`src/rtl/tpu_pkg.sv`:
```
// Shared types and helpers for the tile-scheduling datapath.
package tpu_pkg;

    // Scheduler FSM states.
    typedef enum logic [2:0] {
        ST_IDLE    = 3'd0,
        ST_LOAD    = 3'd1,
        ST_LAUNCH  = 3'd2,
        ST_COMPUTE = 3'd3,
        ST_ACCUM   = 3'd4,
        ST_DRAIN   = 3'd5,
        ST_FINISH  = 3'd6
    } sched_state_e;

    // Default widths of MMU partial results and of the accumulators.
    localparam int DEF_RES_W = 8;
    localparam int DEF_ACC_W = 16;

    // Signed add of two 32-bit operands, clamped to the range of a
    // width-bit signed number. Callers sign-extend their operands to 32
    // bits and truncate the result back to width bits (width < 32).
    function automatic logic signed [31:0] sat_add(
        input logic signed [31:0] a,
        input logic signed [31:0] b,
        input int                 width
    );
        logic signed [32:0] sum;
        logic signed [32:0] max_v;
        logic signed [32:0] min_v;
        sum   = {a[31], a} + {b[31], b};
        max_v = (33'sd1 <<< (width - 1)) - 33'sd1;
        min_v = -(33'sd1 <<< (width - 1));
        if (sum > max_v) begin
            return max_v[31:0];
        end else if (sum < min_v) begin
            return min_v[31:0];
        end
        return sum[31:0];
    endfunction

endpackage

```
`src/rtl/tile_accumulator.sv`:
```
// Four-lane output-tile accumulator: captures one set of MMU partials,
// folds it into the running sums, and presents one lane for draining.
module tile_accumulator
    import tpu_pkg::*;
#(
    parameter int RES_W = DEF_RES_W,
    parameter int ACC_W = DEF_ACC_W
) (
    input  logic             clk,
    input  logic             rst_n,
    input  logic             capture,     // latch c00..c11 this cycle
    input  logic             accumulate,  // fold captured partials into acc
    input  logic             first,       // k==0: load instead of add
    input  logic [RES_W-1:0] c00,
    input  logic [RES_W-1:0] c01,
    input  logic [RES_W-1:0] c10,
    input  logic [RES_W-1:0] c11,
    input  logic [1:0]       sel,         // lane order 00, 01, 10, 11
    output logic [ACC_W-1:0] acc_out
);

    logic [RES_W-1:0] part_q [4];
    logic [ACC_W-1:0] acc_q  [4];
    logic [ACC_W-1:0] acc_d  [4];
    logic [31:0]      p_ext  [4];
    logic [31:0]      a_ext  [4];

    // Hold the partials from the mmu_done cycle so the add happens one
    // cycle later, off the MMU output timing path.
    always_ff @(posedge clk or negedge rst_n) begin
        if (!rst_n) begin
            for (int n = 0; n < 4; n++) begin
                part_q[n] <= '0;
            end
        end else if (capture) begin
            part_q[0] <= c00;
            part_q[1] <= c01;
            part_q[2] <= c10;
            part_q[3] <= c11;
        end
    end

    // Sign-extend both operands and either load (k==0) or saturate-add.
    always_comb begin
        for (int n = 0; n < 4; n++) begin
            p_ext[n] = {{(32 - RES_W){part_q[n][RES_W-1]}}, part_q[n]};
            a_ext[n] = {{(32 - ACC_W){acc_q[n][ACC_W-1]}}, acc_q[n]};
            if (first) begin
                acc_d[n] = ACC_W'(p_ext[n]);
            end else begin
                acc_d[n] = ACC_W'(sat_add(a_ext[n], p_ext[n], ACC_W));
            end
        end
    end

    // Accumulator registers; left untouched outside the ACCUM cycle so an
    // aborted job leaves its partial sums visible.
    always_ff @(posedge clk or negedge rst_n) begin
        if (!rst_n) begin
            for (int n = 0; n < 4; n++) begin
                acc_q[n] <= '0;
            end
        end else if (accumulate) begin
            for (int n = 0; n < 4; n++) begin
                acc_q[n] <= acc_d[n];
            end
        end
    end

    assign acc_out = acc_q[sel];

endmodule

```
`src/rtl/mmu_tile_scheduler.sv`:
```
// Tile scheduler for the 2x2 systolic MMU: walks (i,j,k) over 2x2 tiles,
// requests each A/B tile load, launches the MMU, accumulates partials and
// streams the finished output tile one element at a time.
//
// Handshakes: a transfer happens on a rising clk edge where valid && ready.
// The sender holds valid and its payload stable until that edge; valid does
// not depend combinationally on ready. This applies to ld_* and out_*.
module mmu_tile_scheduler
    import tpu_pkg::*;
#(
    parameter int MAX_TILES = 4,
    parameter int IDX_W     = $clog2(MAX_TILES),
    parameter int RES_W     = DEF_RES_W,
    parameter int ACC_W     = DEF_ACC_W
) (
    input  logic             clk,
    input  logic             rst_n,
    input  logic             start,
    input  logic [IDX_W:0]   num_tiles,
    input  logic             abort,
    output logic             busy,
    output logic             done,
    output logic             err,
    output logic             ld_valid,
    input  logic             ld_ready,
    output logic [IDX_W-1:0] ld_a_row,
    output logic [IDX_W-1:0] ld_a_col,
    output logic [IDX_W-1:0] ld_b_row,
    output logic [IDX_W-1:0] ld_b_col,
    output logic             mmu_start,
    input  logic             mmu_done,
    input  logic [RES_W-1:0] c00,
    input  logic [RES_W-1:0] c01,
    input  logic [RES_W-1:0] c10,
    input  logic [RES_W-1:0] c11,
    output logic             out_valid,
    input  logic             out_ready,
    output logic [ACC_W-1:0] out_data,
    output logic [IDX_W:0]   out_row,
    output logic [IDX_W:0]   out_col
);

    localparam logic [IDX_W:0] MAX_T = (IDX_W + 1)'(MAX_TILES);

    sched_state_e     state_q;
    sched_state_e     state_d;

    logic [IDX_W-1:0] i_q;
    logic [IDX_W-1:0] j_q;
    logic [IDX_W-1:0] k_q;
    logic [IDX_W:0]   n_q;
    logic [1:0]       word_q;
    logic             err_q;

    logic             num_ok;
    logic             abort_hit;
    logic [IDX_W:0]   n_m1;
    logic             last_k;
    logic             last_j;
    logic             last_i;
    logic             out_fire;
    logic             last_word;

    assign num_ok    = (num_tiles != '0) && (num_tiles <= MAX_T);
    assign abort_hit = abort && (state_q != ST_IDLE);
    assign n_m1      = n_q - (IDX_W + 1)'(1);
    assign last_k    = ({1'b0, k_q} == n_m1);
    assign last_j    = ({1'b0, j_q} == n_m1);
    assign last_i    = ({1'b0, i_q} == n_m1);
    assign out_fire  = (state_q == ST_DRAIN) && out_ready;
    assign last_word = (word_q == 2'd3);

    // State register.
    always_ff @(posedge clk or negedge rst_n) begin
        if (!rst_n) begin
            state_q <= ST_IDLE;
        end else begin
            state_q <= state_d;
        end
    end

    // Next-state logic; abort overrides every other event, including a
    // handshake completing in the same cycle.
    always_comb begin
        state_d = state_q;
        if (abort_hit) begin
            state_d = ST_IDLE;
        end else begin
            case (state_q)
                ST_IDLE: begin
                    if (start) begin
                        state_d = num_ok ? ST_LOAD : ST_FINISH;
                    end
                end
                ST_LOAD: begin
                    if (ld_ready) begin
                        state_d = ST_LAUNCH;
                    end
                end
                ST_LAUNCH: begin
                    state_d = ST_COMPUTE;
                end
                ST_COMPUTE: begin
                    if (mmu_done) begin
                        state_d = ST_ACCUM;
                    end
                end
                ST_ACCUM: begin
                    state_d = last_k ? ST_DRAIN : ST_LOAD;
                end
                ST_DRAIN: begin
                    if (out_ready && last_word) begin
                        state_d = (last_i && last_j) ? ST_FINISH : ST_LOAD;
                    end
                end
                ST_FINISH: begin
                    state_d = ST_IDLE;
                end
                default: begin
                    state_d = ST_IDLE;
                end
            endcase
        end
    end

    // Output decode: every control output is a pure function of state.
    always_comb begin
        busy      = (state_q != ST_IDLE);
        done      = 1'b0;
        err       = 1'b0;
        ld_valid  = 1'b0;
        mmu_start = 1'b0;
        out_valid = 1'b0;
        case (state_q)
            ST_LOAD:   ld_valid  = 1'b1;
            ST_LAUNCH: mmu_start = 1'b1;
            ST_DRAIN:  out_valid = 1'b1;
            ST_FINISH: begin
                done = 1'b1;
                err  = err_q;
            end
            default: begin
            end
        endcase
    end

    // Loop counters: k inner, j middle, i outer; word walks the four
    // elements of the output tile during DRAIN.
    always_ff @(posedge clk or negedge rst_n) begin
        if (!rst_n) begin
            i_q    <= '0;
            j_q    <= '0;
            k_q    <= '0;
            n_q    <= '0;
            word_q <= '0;
            err_q  <= 1'b0;
        end else if (!abort_hit) begin
            case (state_q)
                ST_IDLE: begin
                    if (start) begin
                        if (num_ok) begin
                            n_q    <= num_tiles;
                            i_q    <= '0;
                            j_q    <= '0;
                            k_q    <= '0;
                            word_q <= '0;
                            err_q  <= 1'b0;
                        end else begin
                            err_q  <= 1'b1;
                        end
                    end
                end
                ST_ACCUM: begin
                    if (!last_k) begin
                        k_q <= k_q + IDX_W'(1);
                    end
                end
                ST_DRAIN: begin
                    if (out_fire) begin
                        if (last_word) begin
                            word_q <= '0;
                            k_q    <= '0;
                            if (last_j) begin
                                j_q <= '0;
                                i_q <= i_q + IDX_W'(1);
                            end else begin
                                j_q <= j_q + IDX_W'(1);
                            end
                        end else begin
                            word_q <= word_q + 2'd1;
                        end
                    end
                end
                default: begin
                end
            endcase
        end
    end

    // Tile indices come straight from the counters, which only move
    // outside LOAD, so they are stable across a stalled load request.
    assign ld_a_row = i_q;
    assign ld_a_col = k_q;
    assign ld_b_row = k_q;
    assign ld_b_col = j_q;

    // Element coordinates: row = 2i + r, col = 2j + c with word = {r, c}.
    assign out_row = {i_q, word_q[1]};
    assign out_col = {j_q, word_q[0]};

    tile_accumulator #(
        .RES_W (RES_W),
        .ACC_W (ACC_W)
    ) u_acc (
        .clk        (clk),
        .rst_n      (rst_n),
        .capture    ((state_q == ST_COMPUTE) && mmu_done && !abort),
        .accumulate ((state_q == ST_ACCUM) && !abort),
        .first      (k_q == '0),
        .c00        (c00),
        .c01        (c01),
        .c10        (c10),
        .c11        (c11),
        .sel        (word_q),
        .acc_out    (out_data)
    );

endmodule

```
`config.mk`:
```
export PLATFORM = sky130hd
export DESIGN_NAME = mmu_tile_scheduler
export DESIGN_NICKNAME = d
export VERILOG_FILES = /design/src/rtl/tpu_pkg.sv /design/src/rtl/tile_accumulator.sv /design/src/rtl/mmu_tile_scheduler.sv
export SDC_FILE = /design/constraint.sdc
export NUM_CORES = 1
export LEC_CHECK = 0
export CAP_MARGIN = 30
export CORE_ASPECT_RATIO = 0.75
export CORE_MARGIN = 8
export CORE_UTILIZATION = 41
export DETAILED_ROUTE_END_ITERATION = 7
export PLACE_DENSITY = 0.63
export SLEW_MARGIN = 20
export SYNTH_ARGS = -nofsm -noshare
export SYNTH_HDL_FRONTEND = slang
export SYNTH_SLANG_ARGS = --single-unit
```
`constraint.sdc`:
```
create_clock -name clk -period 4.2 [get_ports clk]
set_input_delay 0.42 -clock clk [delete_from_list [all_inputs] [get_ports clk]]
set_output_delay 0.42 -clock clk [all_outputs]
set_load 0.05 [all_outputs]
```
# Yosys cells after proc, flatten, opt, wreduce, memory -nomap -nowiden
# Cells that the tools add are included.
# word_totals
output_inout_bits	36
register_bits	111
word_cells	141
# op_classes
magnitude_cmp	10
reduce_logical	22
addsub	9
muxes	63
n_bitwise	2
eq_ne	20
# op_table
op	count
16-bit 2-to-1 mux	18
16-bit by 8-bit adder with 17-bit output	4
17-bit by 16-bit > comparator with 1-bit output (second input constant)	4
17-bit by 16-bit less-than comparator with 1-bit output (second input constant)	4
16-bit binary-select mux with 2-bit select	1
2-bit 2-to-1 mux	13
3-bit 2-to-1 mux	8
1-bit 2-to-1 mux	18
3-bit case mux with 6 select lines	1
7-bit AND reduction	2
2-bit inequality test (second input constant)	6
2-bit case mux with 2 select lines	3
2-bit by 3-bit == test with 1-bit output	3
3-bit == test (second input constant)	3
3-bit inequality test (second input constant)	3
3-bit nonzero test	3
2-bit by 1-bit adder with 2-bit output (second input constant)	4
1-bit logical AND	8
4-bit AND reduction	2
3-bit by 2-bit == test with 1-bit output (second input constant)	2
2-bit case mux with 3 select lines	1
6-bit AND reduction	1
5-bit AND reduction	1
3-bit by 1-bit == test with 1-bit output (second input constant)	1
other kinds (12)	12

# Longest topological paths before layout
# logic_depth
word_depth	7
ltp_mapped	11
ltp_nobuf	10

# By module
# Synthesis repeated with hierarchy kept, for this count alone.
# hier_totals
cells_unflattened	993
area_unflattened_um2	8963.6
# modules_own_cells
module	n_inst	area_each_um2	cells_each	seq_area_each_um2
tile_accumulator	1	7775.0	851	2402.3
mmu_tile_scheduler	1	1188.6	142	375.4

# Least setup slack after synthesis
# Ideal clock, no wire load.
# synth_path
kind	register to register
from	register u_acc.acc_q (netlist bit u_acc.a_ext[0])
to	register u_acc.acc_q (netlist bit u_acc.a_ext[4])
slack_ns	1.292
stages_incl_launch_ff	11
synth_period_minus_slack_ns	2.908
arrival_ns	2.758
required_ns	4.050
n_path_buf	0
cell_sequence	dfrtp_1 -> ha_1 -> fa_1 -> a211o_1 -> o211ai_2 -> a22oi_2 -> a31o_1 -> or4b_1 -> mux2_2 -> nand3_1 -> a21oi_1
# synth_via
elab_chain_len	7
word_cells_on_any_way	9
classes_between	add/sub: 1; order compare: 2; mux: 6
# synth_rtl
item	line_no	rtl
start, declared	tile_accumulator.sv:23	logic [ACC_W-1:0] acc_q [4];
start signal, assigned by index	tile_accumulator.sv:65	acc_q[n] <= acc_d[n];
16-bit by 8-bit adder with 17-bit output (*)	tpu_pkg.sv:30	sum = {a[31], a} + {b[31], b};
17-bit by 16-bit less-than comparator with 1-bit output	tpu_pkg.sv:35	end else if (sum < min_v) begin
1-bit 2-to-1 mux	tpu_pkg.sv:35	
1-bit 2-to-1 mux	tpu_pkg.sv:33	if (sum > max_v) begin
1-bit 2-to-1 mux	tile_accumulator.sv:48	if (first) begin
16-bit 2-to-1 mux (*)	tpu_pkg.sv:38	return sum[31:0];
16-bit 2-to-1 mux (*)	tile_accumulator.sv:48	
# Every way passes the cells marked *; elsewhere a longest branch is shown, timed or not. The select of a mux whose other input is x is not followed.
# A chain may end at the register's enable or synchronous reset.

# Worst setup path in the final report
# layout_path
from	register u_acc.part_q (netlist bit u_acc.p_ext[103])
to	register u_acc.acc_q (netlist bit u_acc.a_ext[104])
# layout_via
elab_chain_len	7
word_cells_on_any_way	9
classes_between	add/sub: 1; order compare: 2; mux: 6
# layout_rtl
item	line_no	rtl
start, declared	tile_accumulator.sv:22	logic [RES_W-1:0] part_q [4];
16-bit by 8-bit adder with 17-bit output	tpu_pkg.sv:30	
17-bit by 16-bit less-than comparator with 1-bit output	tpu_pkg.sv:35	
1-bit 2-to-1 mux	tpu_pkg.sv:35	
1-bit 2-to-1 mux	tpu_pkg.sv:33	
1-bit 2-to-1 mux	tile_accumulator.sv:48	
16-bit 2-to-1 mux	tpu_pkg.sv:38	
16-bit 2-to-1 mux (*)	tile_accumulator.sv:48	
# Marked as above.

==> metrics.md <==
| Metric | Value |
|---|---|
| Status | `finished, final reports clean` |
| Initial antenna violation count | `0` |
| Crit path to | `u_acc.a_ext[104]` |
| Seq/Total Area, Yosys | `0.329` |
| IO Count | `78` |
| Worst rel slew slack | `0.431` |
| CTS-repair resized insts | `0` |
| Share of cells above drive strength 1 | `0.102` |
| WP data required | `4480 ps` |
| Max incr delay on CP | `roughly 630 ps` |
| R2R cell count | `8` |
| WP data arrival | `about 3500 ps` |
| Die W | `around 180 um` |
| Fin Setup TNS | `0 ps` |
| Area of the multi-input gates | `approximately 5400 um2` |
| Number of global-route vias before repair | `6,937` |
| Async SR Flop Fraction | `1.00` |
| Storage element area | `2780 um2` |
| Routed len/inst | `approximately 19 um` |
| DIE AREA | `approximately 26,000 um2` |
| EDFF count, synth | `0` |
| Nets@finish | `~1,100` |
| Crit share post-route | `0.763` |
| Vias per cell | `between 5 and 6` |
| Clock Path Buffers | `2` |
| Starting density of the core | `0.418` |
| H-tree levels | `3` |
| Syn_nets | `between 1,000 and 1,500` |
| Num CTS Buffers | `9` |
| Synthesized cell area | `8450 um2` |
| Max Freq | `about 310 MHz` |
| Clk sinks | `about 110` |
| # diodes | `0` |
| Worst path most repeated cell | `a21o_1` |
| Top post-synthesis cells by area | `dfrtp_1, ha_1, a21oi_1, mux2_2, mux4_2` |
| Gr usage total | `0.186` |
| Flop2flop setup slack | `approximately 990 ps` |
| Post-synth top flop | `dfrtp_1` |
| Max Fanout on Critical Path | `14` |
| CP bufs+invs | `0` |
| WHS Path Cells | `1` |
| First-pass DRT Iterations | `5` |
| Routed Antenna Nets | `0` |
| Vias post-DR | `between 7,000 and 8,000` |
| CTS tree | `done` |
| Dominant cell type by area after synthesis | `dfrtp_1` |
| Slowest library cell on the worst path | `dfrtp_1` |
| Final Hold Viols | `0` |
| Crit-path cells | `ha_1 -> a21o_1 -> a21o_1 -> a221oi_1 -> o21ai_1 -> xnor2_1 -> or3_1 -> a31oi_1` |
| Detail Placement HPWL | `~18,000 um` |
| Largest net degree at the start of global routing | `44` |
| Synth top area share | `0.329` |
| Most frequent cell after synthesis | `dfrtp_1` |
| RSZ-0062 raised after global routing | `no` |
| Final Slew Violations | `0` |
| Mean Syn Cell Area | `between 9 and 10 um2` |
| Global route total overflow | `0` |
| Filler instances | `between 1,500 and 2,000` |
| Number of max-cap violations | `0` |
| Clock transition at path regs | `~80 ps` |
| Library cells used by synthesis | `79` |
| Mapped Cells | `923` |
| Crit-path leading delay family | `compound AO/OA/AOI/OAI gates` |
| Die Height | `approximately 140 um` |
| Clock root buffer | `clkbuf_16` |
| Worst-Skew Late Latency | `~360 ps` |
| Reg2reg end | `u_acc.a_ext[104]` |
| Area growth from synthesis to layout | `15.0%` |
| First-pass GRT wire length | `38,300 um` |
| Final setup viols | `0` |
| DRC Markers | `0` |
| Synth warnings | `0` |
| Synth top cells by count | `dfrtp_1, a21oi_1, nor2_1, nand2_1, ha_1` |
| HP Class | `reg2reg` |
| Final min period | `3210 ps` |
| Port buffer count | `just under 80` |
| Worst Max-Slew Pin Slew | `between 800 and 900 ps` |
| Crit Reg-Reg Startpoint | `u_acc.p_ext[103]` |
| Row cnt | `45` |
| Core Area | `20,200 um2` |
| Crit Path Category | `reg2reg` |
| Critical path origin | `u_acc.p_ext[103]` |
| Worst Setup Start Kind | `flop` |
| Gpl congestion | `0.904` |
| Initial DRC count | `596` |
| Fin Clk Skew | `a little over 7 ps` |
| Worst Setup End Kind | `flop` |
| Yosys reg bits | `~110` |
| WP depth | `8` |
| Final WL | `around 23,000 um` |
==> cell type report <==
cell class | count | share of cell area
clock buffers | 10 | 0.0235
flip-flops and latches | 111 | 0.286
multi-input cells | 747 | 0.557
well taps | 258 | 0.0332
clock inverters | 5 | 0.00412
inverters | 24 | 0.00927
repair buffers | 87 | 0.0870
==> layer usage <==
layer  share of wire  global-route usage
met5               0                   0
met4           0.012              0.0448
met2            0.42               0.267
met1            0.51               0.278
met3           0.063              0.0390
==> cell usage in the layout, fill, tap and decap left out, drive strengths merged, types with 6 or more instances in the layout <==
master         Yosys  final
dfrtp            111    111
a21oi             92     92
nor2              87     87
nand2             82     82
clkdlybuf4s50      0     76
ha                67     67
o21ai             56     56
mux2              38     38
a31oi             28     28
a21o              28     28
xnor2             26     26
inv               23     26
xor2              24     24
nand3             18     18
mux4              16     16
a211oi            14     14
o211ai            13     13
nor3              12     12
or3               11     11
and3              10     10
buf               13     10
clkbuf            28     10
o21a               9      9
nor2b              8      8
o22ai              8      8
o221a              8      8
a22oi              8      8
or2                6      6
==> cell families after synthesis <==
| kind of cell | share of synthesized area |
|---|---|
| mux | 0.0999 |
| simple gates | 0.145 |
| xor+xnor | 0.0518 |
| fa+ha+maj | 0.109 |
| compound gates | 0.234 |
| buf+inv | 0.0320 |
| flops | 0.329 |
==> registers in the layout (all words and copies together) (netlist names) <==
register and count:
u_acc.a_ext 64, ld_b_col 2, u_acc.p_ext 32, ld_a_row 2, err_q 1, state_q 3, ld_a_col 2, n_q 3
word_q 2
==> repair_timing <==
item                      in CTS  in global routing
setup buffers                  0                  0
hold endpoints to repair      28                  0
hold buffers                   1                  0
==> worst min path at each step <==
stage | from | end
4_1_cts | err_q | err_q
3_5_place_dp | rst_n | u_acc.p_ext[65]
5_1_grt | n_q[1] | n_q[1]
6_report | err_q | err_q
2_1_floorplan | rst_n | err_q
3_3_place_gp | rst_n | u_acc.p_ext[65]
==> metrics by stage <==
stage	hold WS [ps]	utilization	std cells	worst slack, ps	cell area [um2]
final	493	0.481	1242	995	9720
after global routing	521	0.481	1242	695	9720
after CTS	500	0.481	1242	1010	9720
after detailed placement	380	0.467	1226	1020	9440
after global placement	375	0.467	1226	1030	9440
after floorplan	124	-	923	1290	8450
Power is left out: the tool's default activity adds up to more than one toggle a clock period on the data nets, which glitch-free logic cannot reach.
